File: src/rtl/fp8_pkg.sv
// Shared FP8 definitions: {sign, exp (bias 3), man with hidden 1}, field slices and divider FSM states.
package fp8_pkg;
    localparam int EXP_W    = 3;
    localparam int MAN_W    = 4;
    localparam int BIAS     = 3;

    localparam int SIGN_BIT = EXP_W + MAN_W;
    localparam int EXP_MSB  = EXP_W + MAN_W - 1;
    localparam int EXP_LSB  = MAN_W;
    localparam int MAN_MSB  = MAN_W - 1;
    localparam int MAN_LSB  = 0;

    localparam int Q_W      = MAN_W + 2;
    localparam int E_W      = EXP_W + 2;
    localparam int MAX_EXP  = (1 << EXP_W) - 1;

    typedef enum logic [1:0] {
        S_IDLE = 2'd0,
        S_DIV  = 2'd1,
        S_NORM = 2'd2,
        S_DONE = 2'd3
    } div_state_t;
endpackage

File: src/rtl/fp_div_mant_iter.sv
// Restoring mantissa divider: one quotient bit per clock, MSB first, Q_W bits total.
module fp_div_mant_iter
    import fp8_pkg::*;
(
    input  logic             clk,
    input  logic             rst_n,
    input  logic             start,
    input  logic [MAN_W-1:0] a_man,
    input  logic [MAN_W-1:0] b_man,
    output logic             busy,
    output logic             done,
    output logic [Q_W-1:0]   q
);
    logic [Q_W-1:0] r;
    logic [Q_W-1:0] d;
    logic [2:0]     cnt;
    logic           q_bit;
    logic [Q_W-1:0] r_sub;

    // R stays below 2*D after each step, so the shifted remainder fits in Q_W bits
    always_comb begin
        q_bit = (r >= d);
        r_sub = q_bit ? (r - d) : r;
    end

    always_ff @(posedge clk or negedge rst_n) begin
        if (!rst_n) begin
            r    <= '0;
            d    <= '0;
            q    <= '0;
            cnt  <= '0;
            busy <= 1'b0;
            done <= 1'b0;
        end else begin
            done <= 1'b0;
            if (start) begin
                r    <= {2'b01, a_man};
                d    <= {2'b01, b_man};
                q    <= '0;
                cnt  <= 3'(Q_W - 1);
                busy <= 1'b1;
            end else if (busy) begin
                r   <= r_sub << 1;
                q   <= {q[Q_W-2:0], q_bit};
                cnt <= cnt - 3'd1;
                if (cnt == 3'd0) begin
                    busy <= 1'b0;
                    done <= 1'b1;
                end
            end
        end
    end
endmodule

File: src/rtl/floating_pnt_div.sv
// Sequential FP8 divider out = a / b with valid/ready handshakes; truncating, saturating.
// Optional ovf/unf outputs when FP_DIV_FLAGS_EN is defined.
//
// state  | meaning
// IDLE   | waiting for in_valid, in_ready high
// DIV    | mantissa iterator running
// NORM   | normalise, saturate/flush, register result
// DONE   | result held until out_ready
module floating_pnt_div
    import fp8_pkg::*;
(
    input  logic       clk,
    input  logic       rst_n,
    input  logic       in_valid,
    output logic       in_ready,
    input  logic [7:0] a,
    input  logic [7:0] b,
    output logic       out_valid,
    input  logic       out_ready,
`ifdef FP_DIV_FLAGS_EN
    output logic       ovf,
    output logic       unf,
`endif
    output logic [7:0] out
);
    div_state_t            state;
    logic                  sign_r;
    logic signed [E_W-1:0] e_r;
    logic                  accept;
    logic                  it_busy;
    logic                  it_done;
    logic [Q_W-1:0]        q;
    logic signed [E_W-1:0] exp_n;
    logic [MAN_W-1:0]      man_n;
    logic                  ovf_n;
    logic                  unf_n;
    logic [7:0]            res;

    assign accept = in_valid && in_ready;

    fp_div_mant_iter u_iter (
        .clk   (clk),
        .rst_n (rst_n),
        .start (accept),
        .a_man (a[MAN_MSB:MAN_LSB]),
        .b_man (b[MAN_MSB:MAN_LSB]),
        .busy  (it_busy),
        .done  (it_done),
        .q     (q)
    );

    // Q in 16..63: top bit set means the quotient mantissa is already >= 1.0
    always_comb begin
        exp_n = q[Q_W-1] ? e_r : (e_r - E_W'(1));
        man_n = q[Q_W-1] ? q[MAN_W:1] : q[MAN_W-1:0];
        unf_n = (exp_n < 0);
        ovf_n = (exp_n > E_W'(MAX_EXP));
        if (unf_n)
            res = {sign_r, 7'h00};
        else if (ovf_n)
            res = {sign_r, 7'h7F};
        else
            res = {sign_r, exp_n[EXP_W-1:0], man_n};
    end

    always_ff @(posedge clk or negedge rst_n) begin
        if (!rst_n) begin
            state     <= S_IDLE;
            sign_r    <= 1'b0;
            e_r       <= '0;
            in_ready  <= 1'b1;
            out_valid <= 1'b0;
            out       <= 8'h00;
`ifdef FP_DIV_FLAGS_EN
            ovf       <= 1'b0;
            unf       <= 1'b0;
`endif
        end else begin
            case (state)
                S_IDLE: begin
                    if (accept) begin
                        sign_r   <= a[SIGN_BIT] ^ b[SIGN_BIT];
                        e_r      <= E_W'(a[EXP_MSB:EXP_LSB]) - E_W'(b[EXP_MSB:EXP_LSB]) + E_W'(BIAS);
                        in_ready <= 1'b0;
                        state    <= S_DIV;
                    end
                end
                S_DIV: begin
                    if (it_done && !it_busy)
                        state <= S_NORM;
                end
                S_NORM: begin
                    out       <= res;
                    out_valid <= 1'b1;
`ifdef FP_DIV_FLAGS_EN
                    ovf       <= ovf_n;
                    unf       <= unf_n;
`endif
                    state     <= S_DONE;
                end
                S_DONE: begin
                    if (out_ready) begin
                        out_valid <= 1'b0;
`ifdef FP_DIV_FLAGS_EN
                        ovf       <= 1'b0;
                        unf       <= 1'b0;
`endif
                        in_ready  <= 1'b1;
                        state     <= S_IDLE;
                    end
                end
                default: state <= S_IDLE;
            endcase
        end
    end
endmodule

File: config.mk
export PLATFORM = sky130hd
export DESIGN_NAME = floating_pnt_div
export DESIGN_NICKNAME = d
export VERILOG_FILES = /design/src/rtl/fp8_pkg.sv /design/src/rtl/fp_div_mant_iter.sv /design/src/rtl/floating_pnt_div.sv
export SDC_FILE = /design/constraint.sdc
export NUM_CORES = 1
export LEC_CHECK = 0
export CORE_ASPECT_RATIO = 0.8
export CORE_MARGIN = 3
export CORE_UTILIZATION = 36
export DETAILED_ROUTE_END_ITERATION = 8
export SKIP_CTS_REPAIR_TIMING = 1
export SLEW_MARGIN = 10
export SYNTH_ARGS = -nofsm -noshare
export SYNTH_HDL_FRONTEND = slang
export SYNTH_SLANG_ARGS = --single-unit
File: constraint.sdc
create_clock -name clk -period 2.65 [get_ports clk]
set_clock_uncertainty 0.05 [all_clocks]
set_input_delay 0.53 -clock clk [delete_from_list [all_inputs] [get_ports clk]]
set_output_delay 0.53 -clock clk [all_outputs]
set_load 0.03 [all_outputs]
==> flow_summary.json <==
{
  "status": "finished clean",
  "vias_per_cell": 4.87,
  "regArea_um2": 1000,
  "pwr-share-seq": 0.569,
  "cpMostUsedCell": "inv_1",
  "crit_arrival_ns": 2.40,
  "yosysSeqAreaShare": 0.429,
  "yosysTopAreaCell": "dfrtp_1",
  "grt_max_degree": 41,
  "synth_nets": 274,
  "cts_tree": "built",
  "synth.most_common_cell": "dfrtp_1",
  "syn_area_um2": 2330,
  "synth_warnings": 0,
  "slowest_delay_ns": 0.43,
  "core_area_um2": 6100,
  "power_frac_comb": 0.071,
  "routed-via-count": 1686,
  "clk_latency_ns": 0.28,
  "cts.sinks": 40,
  "cts_buffer_depth": 2,
  "wl_met3_um": 165,
  "yosysTopAreaCellShare": 0.418,
  "rsz0062_at_grt": "no",
  "multi_input_area_um2": 1200,
  "syn_to_final_growth_pct": 18.9,
  "synth_common_cells": "dfrtp_1 (39), nor2_1 (26), nand2_1 (24), inv_1 (20), ha_1 (16)",
  "total_power_mw": 1.07,
  "p_int_mw": 0.830,
  "antenna_found_initial": 0,
  "floorplan.initialDensity": 0.383,
  "hpwl_mm": 3.21,
  "synth.top_cells.by_area": "dfrtp_1 (42%), ha_1 (8.6%), mux2i_1 (4.3%)",
  "grt_pass1_wl_mm": 7.75,
  "async_flop_share": 1.00,
  "postSynthCellCount": 236,
  "numCtsBuffers": 5,
  "relSlewSlack": 0.402,
  "crit_type": "reg2reg",
  "port_buffers": 29,
  "yosysUniqueCellTypes": 47,
  "final_core_util": 0.455,
  "final_nets": 303,
  "powerDensity_nw_per_um2": 386,
  "cts.clk_slew.worst_paths_ns": 0.08,
  "swShare": 0.226,
  "ys_ff_latch": 40,
  "required_ns": 2.76,
  "placed_cells": 339,
  "place_ws_ns": 0.261,
  "hold_viol_final": 0,
  "cts_max_level": 2,
  "die_h_um": 78.0,
  "clockRootBuffer": "clkbuf_8",
  "fp.dieW_um": 96.0,
  "drt-initial-drc-count": 80,
  "num_antenna_cells": 0,
  "drcViolationCount": 0,
  "worstSetupStartpointType": "flop",
  "ys.flop_type": "dfrtp_1",
  "wl_met2_mm": 1.79,
  "num_rows": 25,
  "synth-edff-count": 0,
  "top_layer_used": "met4",
  "maxCapViolations": 0,
  "final-instance-count-excl-fill": 346,
  "io_pins": 30,
  "dieArea_um2": 7490,
  "min_path_type": "in2async",
  "track_usage": 0.129,
  "wl_per_cell_um": 12.7,
  "power.share.clock": 0.360,
  "finalMaxSlewViolations": 0,
  "gp_congestion": 0.821,
  "worst_path_max_delay_cell": "fa_1",
  "fin_setup_tns_ns": 0,
  "setup_slack_ns": 0.365,
  "timing.fmax_mhz": 438,
  "switching_power_mw": 0.242,
  "worst_pin_slew_ns": 0.898,
  "min_period_ns": 2.28,
  "drive_above_1_share": 0.102,
  "worstPathMaxFanout": 7,
  "ant_nets": 0,
  "leakagePower_nw": 1.24,
  "drt-met1-wl_mm": 2.43,
  "grt_pass1_vias": 1631,
  "synth.avg_cell_area_um2": 9.89,
  "finalSetupViolCount": 0,
  "gr-total-overflow": 0,
  "ir_drop_uv": 193,
  "nFillCells": 601,
  "worst-path-buf-inv": 2,
  "path_delay_family": "adder cells",
  "end_kind": "flop",
  "drtPass1Iterations": 4,
  "finalWirelength_mm": 4.41,
  "path_cells": "inv_1 > ha_1 > inv_1 > fa_1 > a211oi_1 > nor3_2 > o21a_1 > or3_1",
  "finalCritPeriodShare": 0.862
}
layout by cell type, fill, tap and decap left out, types with 7 or more instances in the layout:
cell type / netlist / final
nand2_1: 24 / 24
clkdlybuf4s50_1: 0 / 28
ha_1: 16 / 16
inv_1: 20 / 20
a211oi_2: 7 / 7
o21ai_0: 13 / 13
dfrtp_1: 39 / 39
mux2i_1: 10 / 10
nor2_1: 26 / 26
a21oi_1: 10 / 10
cell families after synthesis:
| group | share of synthesized area |
|---|---|
| xor gates and xnor gates | 0.0375 |
| DFF | 0.429 |
| AOI/OAI and AO/OA | 0.169 |
| adders and majority gates | 0.103 |
| buffers and inverters | 0.0547 |
| and+or+nand+nor | 0.153 |
| muxes | 0.0525 |
layer usage:
layer,vias up,GRT usage
met5,-,0
met4,0,0.0298
li1,873,-
met3,2,0.0354
met1,788,0.208
met2,23,0.169
flip-flops by register name, indices dropped and copies added, names as in the netlist:
| register | count |
|---|---|
| e_r | 5 |
| in_ready | 1 |
| out | 8 |
| out_valid | 1 |
| sign_r | 1 |
| state | 2 |
| u_iter.busy | 1 |
| u_iter.cnt | 3 |
| u_iter.d | 5 |
| u_iter.done | 1 |
| u_iter.q | 6 |
| u_iter.r | 6 |
stage by stage:
stage          cell area, um^2  hold WS [ns]
4_1_cts                   2780         0.357
6_report                  2780         0.317
3_5_place_dp              2700         0.396
5_1_grt                   2780         0.386
3_3_place_gp              2700         0.381
2_1_floorplan             2330         0.184
path summary, 6_finish.rpt:
check | slack [ns] | from | to | cells after the start
worst max-delay path | 0.37 | u_iter.r[0] | u_iter.r[3] | 8
worst min-delay path | 0.32 | rst_n | u_iter.d[1] | 1
worst max register to register | 0.37 | u_iter.r[0] | u_iter.r[3] | 8
worst min register to register | 0.41 | u_iter.d[4] | u_iter.d[4] | 2
max in group asynchronous | 1.67 | rst_n | u_iter.r[4] | 1
min in group clk | 0.41 | u_iter.d[4] | u_iter.d[4] | 2
final cells by class:
class,instances,share of cell area
Inverter,20,0.0271
Clock buffer,6,0.0261
Tap cell,81,0.0365
Multi-Input combinational cell,165,0.434
Sequential cell,40,0.361
Clock inverter,1,0.00180
Timing Repair Buffer,33,0.114
power by group through the flow:
stage	Sequential [mW]	Combinational (mW)	Clock, mW
2_1_floorplan	0.622	0.0314	0
3_5_place_dp	0.622	0.0785	0
6_report	0.610	0.0766	0.386
5_1_grt	0.610	0.0859	0.433
3_3_place_gp	0.622	0.0778	0
4_1_cts	0.610	0.0788	0.402
(Power assumes the default switching activity.)
